### src/rtl/mem_stage_access_pkg.sv
// Shared types and constants for the MEM stage of the pipelined RV32 core.
// Holds the FSM encoding, the WB select codes, the default widths and a misalignment helper.
package mem_stage_access_pkg;

  typedef enum logic {
    ST_IDLE = 1'b0,
    ST_BUSY = 1'b1
  } state_e;

  localparam logic [1:0] WB_SEL_ALU = 2'd0;
  localparam logic [1:0] WB_SEL_MEM = 2'd1;
  localparam logic [1:0] WB_SEL_PC4 = 2'd2;

  localparam int N_DEFAULT       = 32;
  localparam int TIMEOUT_DEFAULT = 16;

  // Word accesses only: any set low address bit on a memory op is a fault.
  function automatic logic misaligned_access(input logic memop, input logic [1:0] addr_lsb);
    return memop & (addr_lsb != 2'b00);
  endfunction

endpackage

### src/rtl/mem_stage_access_if.sv
// Data-memory bus between the MEM stage (master) and the data memory (slave).
// Request fields are held stable until the one-cycle ack strobe.
interface mem_stage_access_if #(
  parameter int N = 32
);
  logic         dmem_req;
  logic         dmem_we;
  logic [N-1:0] dmem_addr;
  logic [N-1:0] dmem_wdata;
  logic [N-1:0] dmem_rdata;
  logic         dmem_ack;

  modport master (
    output dmem_req, dmem_we, dmem_addr, dmem_wdata,
    input  dmem_rdata, dmem_ack
  );

  modport slave (
    input  dmem_req, dmem_we, dmem_addr, dmem_wdata,
    output dmem_rdata, dmem_ack
  );
endinterface

### src/rtl/mem_stage_access_mem_wb_register.sv
// MEM/WB pipeline register: loads every cycle; a bubble keeps the data but
// clears the register-file write enable so the slot retires without effect.
module mem_wb_register #(
  parameter int N = 32
) (
  input  logic         clk,
  input  logic         reset,
  input  logic         bubble_i,
  input  logic [N-1:0] read_data_i,
  input  logic [N-1:0] alu_result_i,
  input  logic [N-1:0] pc_plus4_i,
  input  logic [4:0]   write_register_i,
  input  logic [1:0]   mem_to_reg_i,
  input  logic         reg_write_i,
  output logic [N-1:0] read_data_o,
  output logic [N-1:0] alu_result_o,
  output logic [N-1:0] pc_plus4_o,
  output logic [4:0]   write_register_o,
  output logic [1:0]   mem_to_reg_o,
  output logic         reg_write_o
);

  // MEM/WB bundle with synchronous reset
  always_ff @(posedge clk) begin
    if (reset) begin
      read_data_o      <= '0;
      alu_result_o     <= '0;
      pc_plus4_o       <= '0;
      write_register_o <= 5'd0;
      mem_to_reg_o     <= 2'd0;
      reg_write_o      <= 1'b0;
    end else begin
      read_data_o      <= read_data_i;
      alu_result_o     <= alu_result_i;
      pc_plus4_o       <= pc_plus4_i;
      write_register_o <= write_register_i;
      mem_to_reg_o     <= mem_to_reg_i;
      reg_write_o      <= reg_write_i & ~bubble_i;
    end
  end

endmodule

### src/rtl/mem_stage_access.sv
// MEM stage: drives the data-memory handshake from EX/MEM, stalls the front of
// the pipe while an access is outstanding, resolves redirects and feeds MEM/WB.
module mem_stage_access
  import mem_stage_access_pkg::*;
#(
  parameter int N       = N_DEFAULT,
  parameter int TIMEOUT = TIMEOUT_DEFAULT
) (
  input  logic               clk,
  input  logic               reset,
  input  logic [N-1:0]       pc_plus_imm_in,
  input  logic [N-1:0]       pc_plus4_in,
  input  logic [N-1:0]       read_data2_in,
  input  logic [N-1:0]       alu_result_in,
  input  logic [4:0]         write_register_in,
  input  logic               jal_in,
  input  logic               branch_in,
  input  logic               zero_in,
  input  logic               mem_write_in,
  input  logic               mem_read_in,
  input  logic               reg_write_in,
  input  logic [1:0]         mem_to_reg_in,
  mem_stage_access_if.master dmem,
  output logic               stall,
  output logic               pc_src,
  output logic [N-1:0]       pc_target,
  output logic               bus_error,
  output logic [N-1:0]       read_data_out,
  output logic [N-1:0]       alu_result_out,
  output logic [N-1:0]       pc_plus4_out,
  output logic [4:0]         write_register_out,
  output logic [1:0]         mem_to_reg_out,
  output logic               reg_write_out
);

  localparam int CNT_W = $clog2(TIMEOUT);

  state_e             state_q, state_d;
  logic [CNT_W-1:0]   cnt_q, cnt_d;
  logic               req_q, req_d;
  logic               we_q, we_d;
  logic [N-1:0]       addr_q, addr_d;
  logic [N-1:0]       wdata_q, wdata_d;
  logic               bus_error_q, bus_error_d;
  logic               stall_d;
  logic               bubble_d;
  logic [N-1:0]       wb_rdata_d;
  logic               memop;
  logic               misaligned;
  logic               timeout_hit;

  assign memop       = mem_read_in | mem_write_in;
  assign misaligned  = misaligned_access(memop, alu_result_in[1:0]);
  assign timeout_hit = (cnt_q == CNT_W'(TIMEOUT - 1));

  // FSM state, timeout counter and registered bus outputs
  always_ff @(posedge clk) begin
    if (reset) begin
      state_q     <= ST_IDLE;
      cnt_q       <= '0;
      req_q       <= 1'b0;
      we_q        <= 1'b0;
      addr_q      <= '0;
      wdata_q     <= '0;
      bus_error_q <= 1'b0;
    end else begin
      state_q     <= state_d;
      cnt_q       <= cnt_d;
      req_q       <= req_d;
      we_q        <= we_d;
      addr_q      <= addr_d;
      wdata_q     <= wdata_d;
      bus_error_q <= bus_error_d;
    end
  end

  // Next-state, stall and writeback-bubble decode
  always_comb begin
    state_d     = state_q;
    cnt_d       = cnt_q;
    req_d       = req_q;
    we_d        = we_q;
    addr_d      = addr_q;
    wdata_d     = wdata_q;
    bus_error_d = 1'b0;
    stall_d     = 1'b0;
    bubble_d    = 1'b0;
    wb_rdata_d  = '0;
    case (state_q)
      ST_IDLE: begin
        cnt_d = '0;
        if (misaligned) begin
          bus_error_d = 1'b1;
          bubble_d    = 1'b1;
        end else if (memop) begin
          // mem_write_in wins when both read and write are set
          stall_d  = 1'b1;
          bubble_d = 1'b1;
          state_d  = ST_BUSY;
          req_d    = 1'b1;
          we_d     = mem_write_in;
          addr_d   = alu_result_in;
          wdata_d  = read_data2_in;
        end else begin
          bubble_d = 1'b0;
        end
      end
      ST_BUSY: begin
        if (dmem.dmem_ack) begin
          wb_rdata_d = dmem.dmem_rdata;
          req_d      = 1'b0;
          state_d    = ST_IDLE;
          cnt_d      = '0;
        end else if (timeout_hit) begin
          // Abort: release the pipe and retire the instruction as a no-op
          bubble_d    = 1'b1;
          bus_error_d = 1'b1;
          req_d       = 1'b0;
          state_d     = ST_IDLE;
          cnt_d       = '0;
        end else begin
          stall_d  = 1'b1;
          bubble_d = 1'b1;
          cnt_d    = cnt_q + CNT_W'(1);
        end
      end
      default: begin
        state_d  = ST_IDLE;
        cnt_d    = '0;
        req_d    = 1'b0;
        bubble_d = 1'b1;
      end
    endcase
  end

  assign stall      = stall_d;
  assign pc_src     = (jal_in | (branch_in & zero_in)) & ~stall_d;
  assign pc_target  = pc_plus_imm_in;
  assign bus_error  = bus_error_q;

  assign dmem.dmem_req   = req_q;
  assign dmem.dmem_we    = we_q;
  assign dmem.dmem_addr  = addr_q;
  assign dmem.dmem_wdata = wdata_q;

  mem_wb_register #(.N(N)) u_mem_wb (
    .clk              (clk),
    .reset            (reset),
    .bubble_i         (bubble_d),
    .read_data_i      (wb_rdata_d),
    .alu_result_i     (alu_result_in),
    .pc_plus4_i       (pc_plus4_in),
    .write_register_i (write_register_in),
    .mem_to_reg_i     (mem_to_reg_in),
    .reg_write_i      (reg_write_in),
    .read_data_o      (read_data_out),
    .alu_result_o     (alu_result_out),
    .pc_plus4_o       (pc_plus4_out),
    .write_register_o (write_register_out),
    .mem_to_reg_o     (mem_to_reg_out),
    .reg_write_o      (reg_write_out)
  );

endmodule
### src/flat_wrapper.sv
// flat-port wrapper written by rule: the top's interface ports become plain ports
module mem_stage_access_flat import mem_stage_access_pkg::*;
#(
  parameter int N       = N_DEFAULT,
  parameter int TIMEOUT = TIMEOUT_DEFAULT
)
  (clk, reset, pc_plus_imm_in, pc_plus4_in, read_data2_in, alu_result_in, write_register_in, jal_in, branch_in, zero_in, mem_write_in, mem_read_in, reg_write_in, mem_to_reg_in, stall, pc_src, pc_target, bus_error, read_data_out, alu_result_out, pc_plus4_out, write_register_out, mem_to_reg_out, reg_write_out, dmem_dmem_req, dmem_dmem_we, dmem_dmem_addr, dmem_dmem_wdata, dmem_dmem_rdata, dmem_dmem_ack);
  mem_stage_access_if #(.N(N)) dmem_i ();
  input  logic clk;
  input  logic reset;
  input  logic [N-1:0] pc_plus_imm_in;
  input  logic [N-1:0] pc_plus4_in;
  input  logic [N-1:0] read_data2_in;
  input  logic [N-1:0] alu_result_in;
  input  logic [4:0] write_register_in;
  input  logic jal_in;
  input  logic branch_in;
  input  logic zero_in;
  input  logic mem_write_in;
  input  logic mem_read_in;
  input  logic reg_write_in;
  input  logic [1:0] mem_to_reg_in;
  output logic stall;
  output logic pc_src;
  output logic [N-1:0] pc_target;
  output logic bus_error;
  output logic [N-1:0] read_data_out;
  output logic [N-1:0] alu_result_out;
  output logic [N-1:0] pc_plus4_out;
  output logic [4:0] write_register_out;
  output logic [1:0] mem_to_reg_out;
  output logic reg_write_out;
  output wire logic [$bits(dmem_i.dmem_req)-1:0] dmem_dmem_req;
  output wire logic [$bits(dmem_i.dmem_we)-1:0] dmem_dmem_we;
  output wire logic [$bits(dmem_i.dmem_addr)-1:0] dmem_dmem_addr;
  output wire logic [$bits(dmem_i.dmem_wdata)-1:0] dmem_dmem_wdata;
  input wire logic [$bits(dmem_i.dmem_rdata)-1:0] dmem_dmem_rdata;
  input wire logic [$bits(dmem_i.dmem_ack)-1:0] dmem_dmem_ack;
  assign dmem_dmem_req = dmem_i.dmem_req;
  assign dmem_dmem_we = dmem_i.dmem_we;
  assign dmem_dmem_addr = dmem_i.dmem_addr;
  assign dmem_dmem_wdata = dmem_i.dmem_wdata;
  assign dmem_i.dmem_rdata = dmem_dmem_rdata;
  assign dmem_i.dmem_ack = dmem_dmem_ack;
  mem_stage_access #(.N(N), .TIMEOUT(TIMEOUT)) u_core (.clk(clk), .reset(reset), .pc_plus_imm_in(pc_plus_imm_in), .pc_plus4_in(pc_plus4_in), .read_data2_in(read_data2_in), .alu_result_in(alu_result_in), .write_register_in(write_register_in), .jal_in(jal_in), .branch_in(branch_in), .zero_in(zero_in), .mem_write_in(mem_write_in), .mem_read_in(mem_read_in), .reg_write_in(reg_write_in), .mem_to_reg_in(mem_to_reg_in), .dmem(dmem_i), .stall(stall), .pc_src(pc_src), .pc_target(pc_target), .bus_error(bus_error), .read_data_out(read_data_out), .alu_result_out(alu_result_out), .pc_plus4_out(pc_plus4_out), .write_register_out(write_register_out), .mem_to_reg_out(mem_to_reg_out), .reg_write_out(reg_write_out));
endmodule
### config.mk
export PLATFORM = sky130hd
export DESIGN_NAME = mem_stage_access_flat
export DESIGN_NICKNAME = d
export VERILOG_FILES = /design/src/rtl/mem_stage_access_pkg.sv /design/src/rtl/mem_stage_access_if.sv /design/src/rtl/mem_stage_access_mem_wb_register.sv /design/src/rtl/mem_stage_access.sv /design/src/flat_wrapper.sv
export SDC_FILE = /design/constraint.sdc
export NUM_CORES = 1
export LEC_CHECK = 0
export ABC_AREA = 1
export CORE_ASPECT_RATIO = 0.5
export CORE_MARGIN = 2
export CORE_UTILIZATION = 38
export CTS_BUF_LIST = sky130_fd_sc_hd__clkbuf_8
export DETAILED_ROUTE_END_ITERATION = 10
export DONT_BUFFER_PORTS = 1
export GPL_ROUTABILITY_DRIVEN = 0
export SLEW_MARGIN = 25
export SYNTH_ARGS = -nofsm -noshare
export SYNTH_HDL_FRONTEND = slang
export SYNTH_SLANG_ARGS = --single-unit
### constraint.sdc
create_clock -name clk -period 2.6 [get_ports clk]
set_input_delay 0.26 -clock clk [delete_from_list [all_inputs] [get_ports clk]]
set_output_delay 0.26 -clock clk [all_outputs]
set_load 0.01 [all_outputs]
**Word-level counts from Yosys, hierarchy flattened**

Index checks and enable logic that the tools add are counted.

- Equality and inequality tests: 4
- $add $sub $neg: 1
- Bitwise operators: 11
- Multiplexer cells: 20
- Reductions and logical operators: 4

Operators with widths:

| kind | count |
|---|---|
| 1-bit 2-to-1 mux | 13 |
| 4-bit 2-to-1 mux | 2 |
| 1-bit one-hot mux with 2 select lines | 4 |
| 4-bit one-hot mux with 2 select lines | 1 |
| 3-bit AND reduction | 2 |
| 1-bit NOT | 5 |
| 4-bit by 1-bit adder with 4-bit output, second input constant | 1 |
| 1-bit bitwise AND | 4 |
| 4-bit == test, second input constant | 1 |
| 3-bit != test, second input constant | 1 |
| 3-bit OR reduction | 1 |
| 2-bit by 1-bit != test with 1-bit output, second input constant | 1 |
| 2-bit != test, second input constant | 1 |
| 1-bit OR | 2 |
| 2-bit nonzero test | 1 |

- Input port bits: 176
- Flip-flop bits (word level): 176

**Depth between registers and ports, before layout**

- Word-level depth: 6
- Gate-level depth with buffers: 8
- Gate-level depth less buffers: 6

**Hierarchy**

Synthesis repeated with hierarchy kept, for this count alone.

- Cell total of the unflattened synthesis: 1012
- Area, all modules: 7100.6 um^2

By module, submodules not included:

| module | seq. area each (um^2) | area each (um^2) | times used | cells each |
|---|---|---|---|---|
| mem_stage_access | 1441.4 | 4130.2 | 1 | 687 |
| mem_wb_register | 2082.0 | 2970.3 | 1 | 325 |

**Worst setup path before layout**

Ideal clock, no wire load.

- Path kind: register to output
- Start point: register u_core.cnt_q[0]
- End point: output port pc_src
- Arrival: 0.976 ns
- Path buffers: 0
- Path slack: 1.364 ns
- Stages on the path, launching flop included: 6
- Path through: dfxtp_1 ha_1 nand3_1 nand2_1 nand2_1 nor2_1

- Cells in the longest elaborated chain, start to end: 6

RTL lines:

| what | line | text |
|---|---|---|
| start, declared | mem_stage_access.sv:39 | `logic [CNT_W-1:0] cnt_q, cnt_d;` |
| start signal, assigned | mem_stage_access.sv:68 | `cnt_q <= cnt_d;` |
| 4-bit == test | mem_stage_access.sv:54 | `assign timeout_hit = (cnt_q == CNT_W'(TIMEOUT - 1));` |
| 1-bit 2-to-1 mux | mem_stage_access.sv:114 | `end else if (timeout_hit) begin` |
| 1-bit 2-to-1 mux | mem_stage_access.sv:109 | `if (dmem.dmem_ack) begin` |
| 1-bit one-hot mux with 2 select lines | mem_stage_access.sv:89 | `case (state_q)` |
| net stall | flat_wrapper.sv:23 | `output logic stall;` |
| 1-bit NOT | mem_stage_access.sv:137 | `assign pc_src = (jal_in \| (branch_in & zero_in)) & ~stall_d;` |
| 1-bit bitwise AND | mem_stage_access.sv:137 |  |
| end, declared | flat_wrapper.sv:24 | `output logic pc_src;` |

The timed path passes the listed nets, and every way through them passes these cells.

**Final worst setup path**

- Start point: register u_core.state_q
- End point: output port pc_src

- Cells in the longest elaborated chain, start to end: 4

RTL lines:

| what | line | text |
|---|---|---|
| start, declared | mem_stage_access.sv:38 | `state_e state_q, state_d;` |
| start signal, assigned | mem_stage_access.sv:67 | `state_q <= state_d;` |
| 1-bit NOT (no source line) | -- |  |
| 1-bit one-hot mux with 2 select lines * | mem_stage_access.sv:89 |  |
| net stall | flat_wrapper.sv:23 |  |
| 1-bit NOT * | mem_stage_access.sv:137 |  |
| 1-bit bitwise AND * | mem_stage_access.sv:137 |  |

Mark *: on every way through the listed nets, which the timed path passes. The rest lies on a longest branch.

==> impl_metrics.csv <==
group,metric,value,unit
sta,worstMarginPinSlew,0.616,ns
routing,routed-via-count,4703,
global_route,grt_usage,0.174,
layout,fin_area,7850,sq um
sta,slew_headroom,0.589,
hold_path,hold_class,"in2reg",
global_route,grt_pass1_vias,4660,
clock_network,insertion_delay,0.42,ns
global_route,grt_overflow,0,
routing,drc_errors,0,
sta,max_freq,505,MHz
die,die_h,93.7,um
synth,syn-instance-count,807,
synth,ys.flop_type,"dfxtp_1",
die,dieArea,17200,sq um
place,dp_hpwl,10000,um
clock_network,clkTransAtPathRegs,0.09,ns
layout,layout.nets,1081,
global_route,grt_pass1_wl,23300,um
worst_setup_path,required,2.34,ns
sta,period_share,0.762,
routing,firstDrtPassIters,4,
synth,yosys_warnings,0,
clock_network,cts_resized,0,
worst_setup_path,start_kind,"flop",
sta,finClkSkew,0.0131,ns
synth,ys_seq_elements,176,
die,coreArea,15600,sq um
worst_setup_path,critPathCaptureType,"primary output",
sta,hold_slack,0.0430,ns
routing,vias_per_cell,4.19,
clock_network,numCtsBuffers,17,
flow_run,maxCapViolCount,0,
layout,final_util,0.504,
layout,final_cell_mix,"nor2_1 (237), inv_1 (177), dfxtp_1 (176), dlygate4sd3_1 (137), nand2_1 (134)",
place,port_buffers,0,
worst_setup_path,criticalPathCategory,"reg2out",
synth,avgSynthCellArea,7.58,sq um
clock_network,clk_path_buf_depth,2,
die,num_rows,32,
sta,fin_crit,1.98,ns
die,dieWidth,183,um
synth,synthesis.nets,984,
die,io_pins,381,
global_route,grt_max_degree,74,
clock_network,cts_tree,"yes",
synth,synthDistinctLibCells,19,
pwr,leakagePower,4.07,nW
routing,wl,15400,um
sta,fin_setup_tns,0,ns
worst_setup_path,slowest_delay,0.39,ns
layout,final_layout_size_suffix_gt1_frac,0.0436,
layout,area_growth,28.3,%
global_route,antenna_found_initial,0,
clock_network,cts_sinks,176,
clock_network,post_cts_buffers,0,
worst_setup_path,reg2reg_slack,1.05,ns
sta,setup_viol_count_final,0,
die,start_util,0.393,
routing,drt-initial-drc-count,215,
worst_setup_path,path_cells,"inv_2 -> nand3_4 -> nand2_1 -> nor2_1",
synth,synth-async-reset-ratio,0,
layout,final_common_cell,"nor2_1",
place,placed_area,6010,sq um
worst_setup_path,critical_path_arrival,1.72,ns
pwr,vdd_drop_max,0.000341,V
clock_network,htreeDepth,4,
clock_network,root_buffer,"clkbuf_8",
run_status,status,"completed",
synth,synth-seq-area-share,0.576,
clock_network,postCtsHoldBufs,138,
routing,postRouteAntennaNets,0,
routing,post_drt_wl_per_cell,13.8,um
pwr,power_density,700,nW/um^2
synth,syn_area,6110,sq um
sta,hold_viol,0,
synth,synth-edff-count,0,
worst_setup_path,critPathSlowestCell,"nand3_4",
worst_setup_path,path_max_fanout,46,
sta,maxSlewViolCount,0,
sta,rsz0062_at_grt,"no",
## power breakdown
group	total (mW)	switching [mW]	internal [mW]
combinational	0.465	0.229	0.236
clock	2.04	1.01	1.03
sequential	2.98	0.152	2.83
total	5.49	1.40	4.09
## kinds of logic (layout without fill, tap and decap cells)
family	after synthesis	count (layout)	synth area share
and+or+nand+nor	383	383	0.239
AOI/OAI and AO/OA	4	4	0.00327
buffers and inverters	242	352	0.178
DFF	176	176	0.576
other	0	1	0
xor gates and xnor gates	1	1	0.00143
adders and majority gates	1	1	0.00205
## cells in the mapped netlist, types with 2 or more instances
master / instances / area [sq um]
nor2_1: 237 / 890
dfxtp_1: 176 / 3520
inv_1: 176 / 661
nand2_1: 134 / 503
buf_4: 32 / 240
buf_2: 19 / 95.1
nand3_1: 7 / 35.0
clkbuf_1: 6 / 22.5
buf_6: 5 / 56.3
a21oi_1: 4 / 20.0
buf_1: 2 / 7.51
nor3_1: 2 / 10.0
## registers in the layout (all words and copies together), names as in the netlist, 2 cells and up
signal / flops
u_core.u_mem_wb.pc_plus4_o: 32
u_core.cnt_q: 4
u_core.dmem.dmem_wdata: 32
u_core.u_mem_wb.alu_result_o: 32
u_core.u_mem_wb.mem_to_reg_o: 2
u_core.u_mem_wb.read_data_o: 32
u_core.u_mem_wb.write_register_o: 5
u_core.dmem.dmem_addr: 32
## worst paths after layout
kind | from | endpoint | cells after the start
min | mem_read_in | u_core.dmem.dmem_we | 3
max | u_core.state_q | pc_src | 4
min reg2reg | u_core.cnt_q[0] | u_core.cnt_q[0] | 1
max reg2reg | u_core.state_q | u_core.dmem.dmem_wdata[17] | 6
## layout make-up
class                           count  area [sq um]
Antenna cell                        1          2.50
Clock buffer                       19           262
Clock inverter                     13           173
Fill cell                        1393          7730
Inverter                          178           668
Multi-Input combinational cell    389          1510
Sequential cell                   176          3520
Tap cell                          204           255
Timing Repair Buffer              142          1450
## worst max-delay path, delay by kind of cell (launching register included)
| kind | cells | cell delay (ns) |
|---|---|---|
| and+or+nand+nor | 3 | 0.85 |
| buffers and inverters | 1 | 0.07 |
| DFF | 1 | 0.37 |
## stage by stage
stage,setup slack [ns],std cells,power [mW]
finish,0.619,1122,5.49
detailed placement,1.00,951,3.31
global route,0.428,1121,5.74
CTS,0.536,1121,5.56
global placement,1.01,951,3.30
floorplan,1.36,807,3.31
## metal layers
metal	part of all wire	wire length, um	up-vias	global-route usage
met5	0	0	-	0
met4	0.031	478	0	0.0960
met3	0.086	1330	43	0.0733
met2	0.53	8210	156	0.329
met1	0.35	5430	2092	0.159
li1	-	-	2412	-
No activity file was read; power rests on OpenSTA's default activity.
